## config.mk

```make
export PLATFORM = sky130hd
export DESIGN_NAME = bg_block_mem_sched_flat
export DESIGN_NICKNAME = d
export VERILOG_FILES = /design/src/rtl/bg_block_mem_sched_if.sv /design/src/rtl/bg_block_mem_sched.sv /design/src/flat_wrapper.sv
export SDC_FILE = /design/constraint.sdc
export NUM_CORES = 1
export LEC_CHECK = 0
export CELL_PAD_IN_SITES_DETAIL_PLACEMENT = 0
export CELL_PAD_IN_SITES_GLOBAL_PLACEMENT = 1
export CORE_MARGIN = 1
export CORE_UTILIZATION = 33
export CTS_CLUSTER_SIZE = 20
export DETAILED_ROUTE_END_ITERATION = 10
export PLACE_DENSITY_LB_ADDON = 0.1
export SLEW_MARGIN = 25
export SYNTH_ARGS = -nofsm -noshare
export SYNTH_HDL_FRONTEND = slang
export SYNTH_SLANG_ARGS = --single-unit
```

## constraint.sdc

```tcl
create_clock -name clk -period 2.9 [get_ports clk]
set_clock_uncertainty 0.05 [all_clocks]
set_input_delay 0.435 -clock clk [delete_from_list [all_inputs] [get_ports clk]]
set_output_delay 0.435 -clock clk [all_outputs]
set_load 0.01 [all_outputs]
```

## src/rtl/bg_block_mem_sched_if.sv

```systemverilog
`default_nettype none
// ============================================================================
// Module      : bg_block_mem_sched_if
// Description : VRAM block read/write handshake between the BG scheduler and
//               the memory arbiter.
// Revision    : 1.0 - initial release
// ============================================================================
interface bg_block_mem_sched_if;
    logic        o_memWriteReq;
    logic [14:0] o_memWriteAdr;
    logic [15:0] o_memWriteMsk;
    logic        i_memWriteAck;
    logic        o_memReadReq;
    logic [14:0] o_memReadAdr;
    logic        i_memReadAck;

    modport master (
        output o_memWriteReq, o_memWriteAdr, o_memWriteMsk, o_memReadReq, o_memReadAdr,
        input  i_memWriteAck, i_memReadAck
    );

    modport slave (
        input  o_memWriteReq, o_memWriteAdr, o_memWriteMsk, o_memReadReq, o_memReadAdr,
        output i_memWriteAck, i_memReadAck
    );
endinterface
`default_nettype wire

```

## src/rtl/bg_block_mem_sched.sv

```systemverilog
`default_nettype none
// ============================================================================
// Module      : bg_block_mem_sched
// Description : Freezes the pixel pipeline around BG block save/load traffic
//               to VRAM and keeps save/load statistics.
// Revision    : 1.0 - initial release
// ============================================================================
module bg_block_mem_sched #(
    parameter int CNT_W = 16
) (
    input  wire                   clk,
    input  wire                   i_rst,
    input  wire                   i_blockOp,
    input  wire  [1:0]            i_pairCode,
    input  wire                   i_noblend,
    input  wire  [14:0]           i_loadAdr,
    input  wire  [14:0]           i_saveAdr,
    input  wire  [15:0]           i_mskBlock,
    output logic                  o_pausePipeline,
    output logic                  o_resetSpike,
    output logic                  o_resetMask,
    output logic                  o_importBG,
    output logic                  o_flushDone,
    output logic                  o_busy,
    output logic [CNT_W-1:0]      o_saveCount,
    output logic [CNT_W-1:0]      o_loadCount,
    bg_block_mem_sched_if.master  mem
);

    typedef enum logic [1:0] {
        ST_IDLE    = 2'd0,
        ST_SAVE    = 2'd1,
        ST_LOAD    = 2'd2,
        ST_RELEASE = 2'd3
    } state_t;

    localparam logic [1:0]       c_codeFirst = 2'b01;
    localparam logic [1:0]       c_codeNext  = 2'b10;
    localparam logic [1:0]       c_codeFlush = 2'b11;
    localparam logic [CNT_W-1:0] c_cntOne    = CNT_W'(1);

    state_t             r_state;
    state_t             w_next;
    logic [1:0]         r_code;
    logic               r_noblend;
    logic [14:0]        r_saveAdr;
    logic [14:0]        r_loadAdr;
    logic [15:0]        r_saveMsk;
    logic [CNT_W-1:0]   r_saveCount;
    logic [CNT_W-1:0]   r_loadCount;
    logic               w_trigger;
    logic               w_saveDone;
    logic               w_loadDone;

    assign w_trigger  = (r_state == ST_IDLE) && i_blockOp && (i_pairCode != 2'b00);
    assign w_saveDone = (r_state == ST_SAVE) && mem.i_memWriteAck;
    assign w_loadDone = (r_state == ST_LOAD) && mem.i_memReadAck;

    always_ff @(posedge clk or posedge i_rst) begin
        if (i_rst) begin
            r_state     <= ST_IDLE;
            r_code      <= 2'b00;
            r_noblend   <= 1'b0;
            r_saveAdr   <= 15'd0;
            r_loadAdr   <= 15'd0;
            r_saveMsk   <= 16'd0;
            r_saveCount <= '0;
            r_loadCount <= '0;
        end else begin
            r_state <= w_next;
            if (w_trigger) begin
                r_code    <= i_pairCode;
                r_noblend <= i_noblend;
                r_saveAdr <= i_saveAdr;
                r_loadAdr <= i_loadAdr;
                r_saveMsk <= i_mskBlock;
            end
            if (w_saveDone) begin
                r_saveCount <= r_saveCount + c_cntOne;
            end
            if (w_loadDone) begin
                r_loadCount <= r_loadCount + c_cntOne;
            end
        end
    end

    // IDLE decisions use live inputs because the latches only settle at the trigger edge.
    always_comb begin
        w_next       = r_state;
        o_resetSpike = 1'b0;
        o_resetMask  = 1'b0;
        o_importBG   = 1'b0;
        o_flushDone  = 1'b0;
        case (r_state)
            ST_IDLE: begin
                if (w_trigger) begin
                    if (i_pairCode == c_codeFirst) begin
                        w_next = i_noblend ? ST_RELEASE : ST_LOAD;
                    end else if (i_mskBlock != 16'd0) begin
                        w_next = ST_SAVE;
                    end else if ((i_pairCode == c_codeNext) && !i_noblend) begin
                        w_next = ST_LOAD;
                    end else begin
                        w_next = ST_RELEASE;
                    end
                end
            end
            ST_SAVE: begin
                if (mem.i_memWriteAck) begin
                    w_next = ((r_code == c_codeNext) && !r_noblend) ? ST_LOAD : ST_RELEASE;
                end
            end
            ST_LOAD: begin
                if (mem.i_memReadAck) begin
                    o_importBG = 1'b1;
                    w_next     = ST_RELEASE;
                end
            end
            ST_RELEASE: begin
                o_resetSpike = 1'b1;
                o_resetMask  = 1'b1;
                o_flushDone  = (r_code == c_codeFlush);
                w_next       = ST_IDLE;
            end
            default: w_next = ST_IDLE;
        endcase
    end

    // Pause rises combinationally in the trigger cycle so no pixel is written there.
    assign o_pausePipeline   = w_trigger || (r_state != ST_IDLE);
    assign o_busy            = (r_state != ST_IDLE);
    assign o_saveCount       = r_saveCount;
    assign o_loadCount       = r_loadCount;
    assign mem.o_memWriteReq = (r_state == ST_SAVE);
    assign mem.o_memWriteAdr = r_saveAdr;
    assign mem.o_memWriteMsk = r_saveMsk;
    assign mem.o_memReadReq  = (r_state == ST_LOAD);
    assign mem.o_memReadAdr  = r_loadAdr;

endmodule
`default_nettype wire

```

## src/flat_wrapper.sv

```systemverilog
// flat-port wrapper written by rule: the top's interface ports become plain ports
module bg_block_mem_sched_flat 
#(
    parameter int CNT_W = 16
)
  (clk, i_rst, i_blockOp, i_pairCode, i_noblend, i_loadAdr, i_saveAdr, i_mskBlock, o_pausePipeline, o_resetSpike, o_resetMask, o_importBG, o_flushDone, o_busy, o_saveCount, o_loadCount, mem_o_memWriteReq, mem_o_memWriteAdr, mem_o_memWriteMsk, mem_o_memReadReq, mem_o_memReadAdr, mem_i_memWriteAck, mem_i_memReadAck);
  bg_block_mem_sched_if mem_i ();
  input  wire clk;
  input  wire i_rst;
  input  wire i_blockOp;
  input  wire  [1:0] i_pairCode;
  input  wire i_noblend;
  input  wire  [14:0] i_loadAdr;
  input  wire  [14:0] i_saveAdr;
  input  wire  [15:0] i_mskBlock;
  output logic o_pausePipeline;
  output logic o_resetSpike;
  output logic o_resetMask;
  output logic o_importBG;
  output logic o_flushDone;
  output logic o_busy;
  output logic [CNT_W-1:0] o_saveCount;
  output logic [CNT_W-1:0] o_loadCount;
  output wire logic [$bits(mem_i.o_memWriteReq)-1:0] mem_o_memWriteReq;
  output wire logic [$bits(mem_i.o_memWriteAdr)-1:0] mem_o_memWriteAdr;
  output wire logic [$bits(mem_i.o_memWriteMsk)-1:0] mem_o_memWriteMsk;
  output wire logic [$bits(mem_i.o_memReadReq)-1:0] mem_o_memReadReq;
  output wire logic [$bits(mem_i.o_memReadAdr)-1:0] mem_o_memReadAdr;
  input wire logic [$bits(mem_i.i_memWriteAck)-1:0] mem_i_memWriteAck;
  input wire logic [$bits(mem_i.i_memReadAck)-1:0] mem_i_memReadAck;
  assign mem_o_memWriteReq = mem_i.o_memWriteReq;
  assign mem_o_memWriteAdr = mem_i.o_memWriteAdr;
  assign mem_o_memWriteMsk = mem_i.o_memWriteMsk;
  assign mem_o_memReadReq = mem_i.o_memReadReq;
  assign mem_o_memReadAdr = mem_i.o_memReadAdr;
  assign mem_i.i_memWriteAck = mem_i_memWriteAck;
  assign mem_i.i_memReadAck = mem_i_memReadAck;
  bg_block_mem_sched #(.CNT_W(CNT_W)) u_core (.clk(clk), .i_rst(i_rst), .i_blockOp(i_blockOp), .i_pairCode(i_pairCode), .i_noblend(i_noblend), .i_loadAdr(i_loadAdr), .i_saveAdr(i_saveAdr), .i_mskBlock(i_mskBlock), .o_pausePipeline(o_pausePipeline), .o_resetSpike(o_resetSpike), .o_resetMask(o_resetMask), .o_importBG(o_importBG), .o_flushDone(o_flushDone), .o_busy(o_busy), .o_saveCount(o_saveCount), .o_loadCount(o_loadCount), .mem(mem_i));
endmodule
```

==> results of run 1 <==
synth_stat cells, types with 2 or more instances:
master   instances  area share
ha_1             7       0.025
xnor2_1         22       0.056
nand3_1         14       0.020
and3_1           3      0.0054
nor2_1           8      0.0087
dfrtp_1         83        0.60
inv_1            9      0.0097
nand2_1         16       0.017
nor3_1           3      0.0043
buf_4            2      0.0043
xor2_1           8       0.020
nor4_1           5      0.0090
mux2_2          49        0.16
buf_2            4      0.0058
nor4_2           3       0.011
nand4_1          8       0.014
logic make-up after synthesis:
| logic type | synth area share |
|---|---|
| buffers and inverters | 0.0209 |
| DFF | 0.599 |
| muxes | 0.159 |
| and+or+nand+nor | 0.101 |
| AOI/OAI and AO/OA | 0.0188 |
| adders and majority gates | 0.0253 |
| xor gates and xnor gates | 0.0758 |
report_power, final:
group	internal, µW	switching, µW
registers	1590	272
clock network	392	395
logic	1260	774
state kept, by name, summed over array words and instances, names as in the netlist:
name,flops
u_core.o_loadCount,16
u_core.o_saveCount,16
u_core.r_noblend,1
u_core.mem.o_memWriteMsk,16
u_core.mem.o_memWriteAdr,15
u_core.r_code,2
u_core.r_state,2
u_core.mem.o_memReadAdr,15
stage by stage:
step,power (µW),hold WS (ns)
global route,4980,0.441
CTS,4760,0.401
global placement,3910,0.415
finish,4680,0.401
detailed placement,3950,0.417
floorplan,2790,0.412
routing by layer:
| layer | wire length [µm] | GRT usage | vias to the layer above |
|---|---|---|---|
| met4 | 195 | 0.0857 | 0 |
| met5 | 0 | 0 | - |
| met2 | 3630 | 0.232 | 74 |
| met3 | 474 | 0.0401 | 14 |
| li1 | - | - | 1184 |
| met1 | 3540 | 0.203 | 1238 |
critical path: cells and delay by family, from the launching register on:
family                   cells  cell delay, ns
buffers and inverters        2            0.66
flip-flops                   1            0.42
adder cells (fa/ha/maj)      1            0.34
AO/OA/AOI/OAI                1            0.14
AND/OR/NAND/NOR              1            0.09
cell type report:
class / count / share of cell area
inverters: 9 / 0.00671
well taps: 136 / 0.0326
multi-input cells: 158 / 0.254
clock inverters: 3 / 0.00767
repair buffers: 142 / 0.276
flip-flops and latches: 83 / 0.398
clock buffers: 12 / 0.0259
final timing paths:
| path | startpoint | endpoint | slack [ns] | cells past startpoint |
|---|---|---|---|---|
| hold / removal | i_rst | u_core.o_saveCount[13] | 0.40 | 2 |
| hold reg to reg | u_core.o_saveCount[15] | u_core.o_saveCount[15] | 0.42 | 1 |
| setup / recovery | u_core.r_state[0] | o_pausePipeline | 0.40 | 5 |
| setup reg to reg | u_core.r_state[0] | u_core.r_state[1] | 0.75 | 7 |
| min in group clk | u_core.o_saveCount[15] | u_core.o_saveCount[15] | 0.42 | 1 |
| max in group asynchronous | i_rst | u_core.mem.o_memWriteAdr[7] | 1.72 | 3 |
==> metrics.csv, run 1 <==
metric;value;unit
Post-DP Area;5050;µm²
I/O Buffers;139;
CTS root buffer;clkbuf_8;
outcome;complete, no violations;
synthesis-stage register bit count;83;
post_cts resized;0;
Ports;140;
final hold violations;0;
# rows;37;
Mapped Area;3470;µm²
P&R area growth vs syn;50.6;%
WS Path Type;reg2out;
dpl cells;528;
slowest stage cell, crit path;clkdlybuf4s50_1;
crit path time final;2.50;ns
DIE WIDTH;105;µm
final non-filler cell area;5220;µm²
VDD IR max;0.478;mV
final setup fails;0;
area of the die;10900;µm²
Required @ worst endpoint;2.41;ns
Tcrit/Tclk final;0.861;
Syn Inst Count;257;
setup ws final;0.404;ns
drt initial violations;62;
area of the multi-input gates;1330;µm²
max-cap viol count;0;
Antenna Cells;0;
CP Max Fanout;6;
worst hold path type;in2async;
PwrDens;897;nW/µm²
Worst Max-Slew Pin Slew;0.568;ns
Post-Syn Nets;318;
DRC violations left;0;
CP peak stage delay;0.55;ns
RSZ-0062 raised after global routing;false;
most frequent cells in the layout;clkdlybuf4s50_1, dfrtp_1, mux2_2;
initial antenna violation count;0;
number of global-route vias before repair;2691;
leading cell type in the layout, fill and taps excluded;clkdlybuf4s50_1;
Netlist cell types;29;
TritonCTS clock tree;built;
cell chain of the critical path;inv_1, ha_1, o211ai_4, nand2_1, clkdlybuf4s50_1;
clock insertion delay at the later pin of the skew report;0.35;ns
Synth Flop Type;dfrtp_1;
GR Util All Layers;0.155;
first-pass iteration count of the detailed router;4;
register area share after synthesis;0.599;
Placement Setup Slack;0.641;ns
GPL Wtd Cong;0.769;
H-Tree Depth;3;
Max Freq;401;MHz
clk sinks;83;
final-stage net count;464;
Finished Core Util;0.508;
core area;10300;µm²
total CTS buffers;9;
Crit. End Element;output port;
Routed WL per cell;14.4;µm
Cell Count, Final, Fillers Out;543;
Routed Antenna Nets;0;
Die H;105;µm
Ys Warns;0;
final wirelength;7.83;mm
initial cell density of the core;0.337;
Fill cells;962;
pin count of the biggest net entering global routing;54;
max_slew headroom;0.621;
Pleak;0.00222;µW
ratio of cells with drive above 1 in the final layout;0.174;
ys async rst share;1.00;
drt via density;4.62;
CP startpoint kind;flip-flop;
postcts setup bufs;0;
EDFF count, synth;0;
Arrival @ worst endpoint;2.01;ns
GRT overflow;0;
Final Max Slew Viols;0;
CTS Buffer Depth;2;
first-pass GRT wire length;13.2;mm
routed via count;2510;
syn avg cell area;13.5;µm²
FF+latch area;2080;µm²
Final HPWL DP;5.68;mm
Reg clk slew, reported paths;0.08;ns
Setup TNS Final;0;ns
Hold Buf Count CTS;0;
Power figures use the tool's default switching activity.
==> run 2: changes to the inputs <==
==> constraint.sdc (replaced) <==
create_clock -name clk -period 2.9 [get_ports clk]
set_clock_uncertainty 0.05 [all_clocks]
set_input_delay 0.58 -clock clk [delete_from_list [all_inputs] [get_ports clk]]
set_output_delay 0.58 -clock clk [all_outputs]
set_load 0.01 [all_outputs]
==> metrics.csv, run 2 (synthesized netlist as in run 1, its figures left out) <==
metric;value;unit;change
DIE WIDTH;105;µm;unchanged
DRC violations left;0;;unchanged
Metal-1 WL;3.46;mm;-2.0%
post_cts resized;0;;unchanged
CTS root buffer;clkbuf_8;;
final hold violations;0;;unchanged
area of the die;10900;µm²;unchanged
clk sinks;83;;unchanged
first-pass iteration count of the detailed router;4;;unchanged
Die H;105;µm;unchanged
Hold Buf Count CTS;0;;unchanged
Routed Antenna Nets;0;;unchanged
Max Freq;381;MHz;-5.0%
Ports;140;;unchanged
GPL Wtd Cong;0.770;;about the same
initial cell density of the core;0.337;;unchanged
Crit. End Element;output port;;
uppermost layer routed;met4;;
PwrDens;905;nW/µm²;+0.94%
drt via density;4.63;;+0.16%
Reg clk slew, reported paths;0.09;ns;about the same
most frequent cells in the layout;clkdlybuf4s50_1, dfrtp_1, mux2_2;;
crit path time final;2.63;ns;+0.130 ns
WS Path Type;reg2out;;
ratio of cells with drive above 1 in the final layout;0.185;;+0.0109
number of global-route vias before repair;2626;;-2.4%
TritonCTS clock tree;built;;
GRT overflow;0;;unchanged
routed via count;2528;;+0.72%
Required @ worst endpoint;2.27;ns;-0.14 ns
dpl cells;530;;+0.38%
max_slew headroom;0.581;;-0.0394
# rows;37;;unchanged
Worst Max-Slew Pin Slew;0.628;ns;+0.0598 ns
cell chain of the critical path;inv_1, ha_1, o211ai_4, nand2_1, clkdlybuf4s50_1;;
final-stage net count;466;;+0.43%
R2R cell count;7;;unchanged
hold depth;1;;
Setup TNS Final;0;ns;unchanged
max-cap viol count;0;;unchanged
pin count of the biggest net entering global routing;50;;-7.4%
VDD IR max;0.408;mV;-15%
core area;10300;µm²;unchanged
postcts setup bufs;0;;unchanged
Final HPWL DP;5.79;mm;+1.8%
leading cell type in the layout, fill and taps excluded;clkdlybuf4s50_1;;
Tot Pwr;4760;µW;+1.7%
Cell Count, Final, Fillers Out;546;;+0.55%
total CTS buffers;9;;unchanged
first-pass GRT wire length;12.9;mm;-2.5%
met2 wire length;3.78;mm;+4.4%
CP peak stage delay;0.54;ns;about the same
Routed WL per cell;14.4;µm;-0.47%
Tcrit/Tclk final;0.906;;+0.0449
drt initial violations;42;;-32%
P&R area growth vs syn;51.8;%;
CP Max Fanout;6;;unchanged
RSZ-0062 raised after global routing;false;;
GR Util All Layers;0.151;;-0.00427
slowest stage cell, crit path;clkdlybuf4s50_1;;
worst hold path type;reg2reg;;
WP depth;5;;unchanged
WP buf/inv;2;;unchanged
I/O Buffers;139;;unchanged
clock insertion delay at the later pin of the skew report;0.34;ns;about the same
final wirelength;7.84;mm;about the same
initial antenna violation count;0;;unchanged
CP top delay family;buffers and inverters;;
H-Tree Depth;3;;unchanged
CP startpoint kind;flip-flop;;
CTS Buffer Depth;2;;unchanged
Arrival @ worst endpoint;2.00;ns;about the same
Pleak;0.00223;µW;+0.69%
final setup fails;0;;unchanged
Antenna Cells;0;;unchanged
Final Max Slew Viols;0;;unchanged
DR WL met3;490;µm;+3.4%
outcome;complete, no violations;;
## run 2: worst register-to-register path, cell delays in order, from the launching register on
cell and delay [ns]:
dfrtp_1 0.42, inv_1 0.12, ha_1 0.36, o211ai_4 0.12, buf_4 0.34, a221o_1 0.43, a311oi_1 0.28, a21o_1 0.11
## run 2: per-stage QoR
step           cell area, µm²  hold slack (ns)  utilization  worst slack, ns
5_1_grt                  5260            0.452        0.512            0.128
4_1_cts                  5260            0.431        0.512            0.237
3_5_place_dp             5050            0.418        0.491            0.292
3_3_place_gp             5050            0.414        0.491            0.340
2_1_floorplan            3470            0.412            -            0.133
6_report                 5260            0.427        0.512            0.273
## run 2: where the power goes
group | total [µW] | leakage, µW | internal [µW] | switching [µW]
Combinational | 2020 | 0.00110 | 1260 | 768
Clock | 883 | 0.000102 | 470 | 414
Sequential | 1860 | 0.00103 | 1590 | 272
## run 2: layout make-up
type	count	area, µm²
clock buffers	13	169
clock inverters	3	45.0
fillers	975	5010
inverters	9	35.0
multi-input cells	158	1330
flip-flops and latches	83	2080
well taps	136	170
repair buffers	144	1440
## run 2: metal layers
metal  track usage  vias to the layer above
met5             0                        -
met4        0.0643                        0
met3        0.0470                        9
met2         0.244                       78
met1         0.185                     1245
li1              -                     1196
## run 2: final timing paths
check | from | end | slack [ns]
worst min-delay path | u_core.o_saveCount[15] | u_core.o_saveCount[15] | 0.43
worst max-delay path | u_core.r_state[0] | o_pausePipeline | 0.27
worst min register to register | u_core.o_saveCount[15] | u_core.o_saveCount[15] | 0.43
max in group asynchronous | i_rst | u_core.mem.o_memWriteMsk[11] | 1.66
min in group asynchronous | i_rst | u_core.mem.o_memWriteAdr[8] | 0.56
worst max register to register | u_core.r_state[0] | u_core.r_state[1] | 0.60
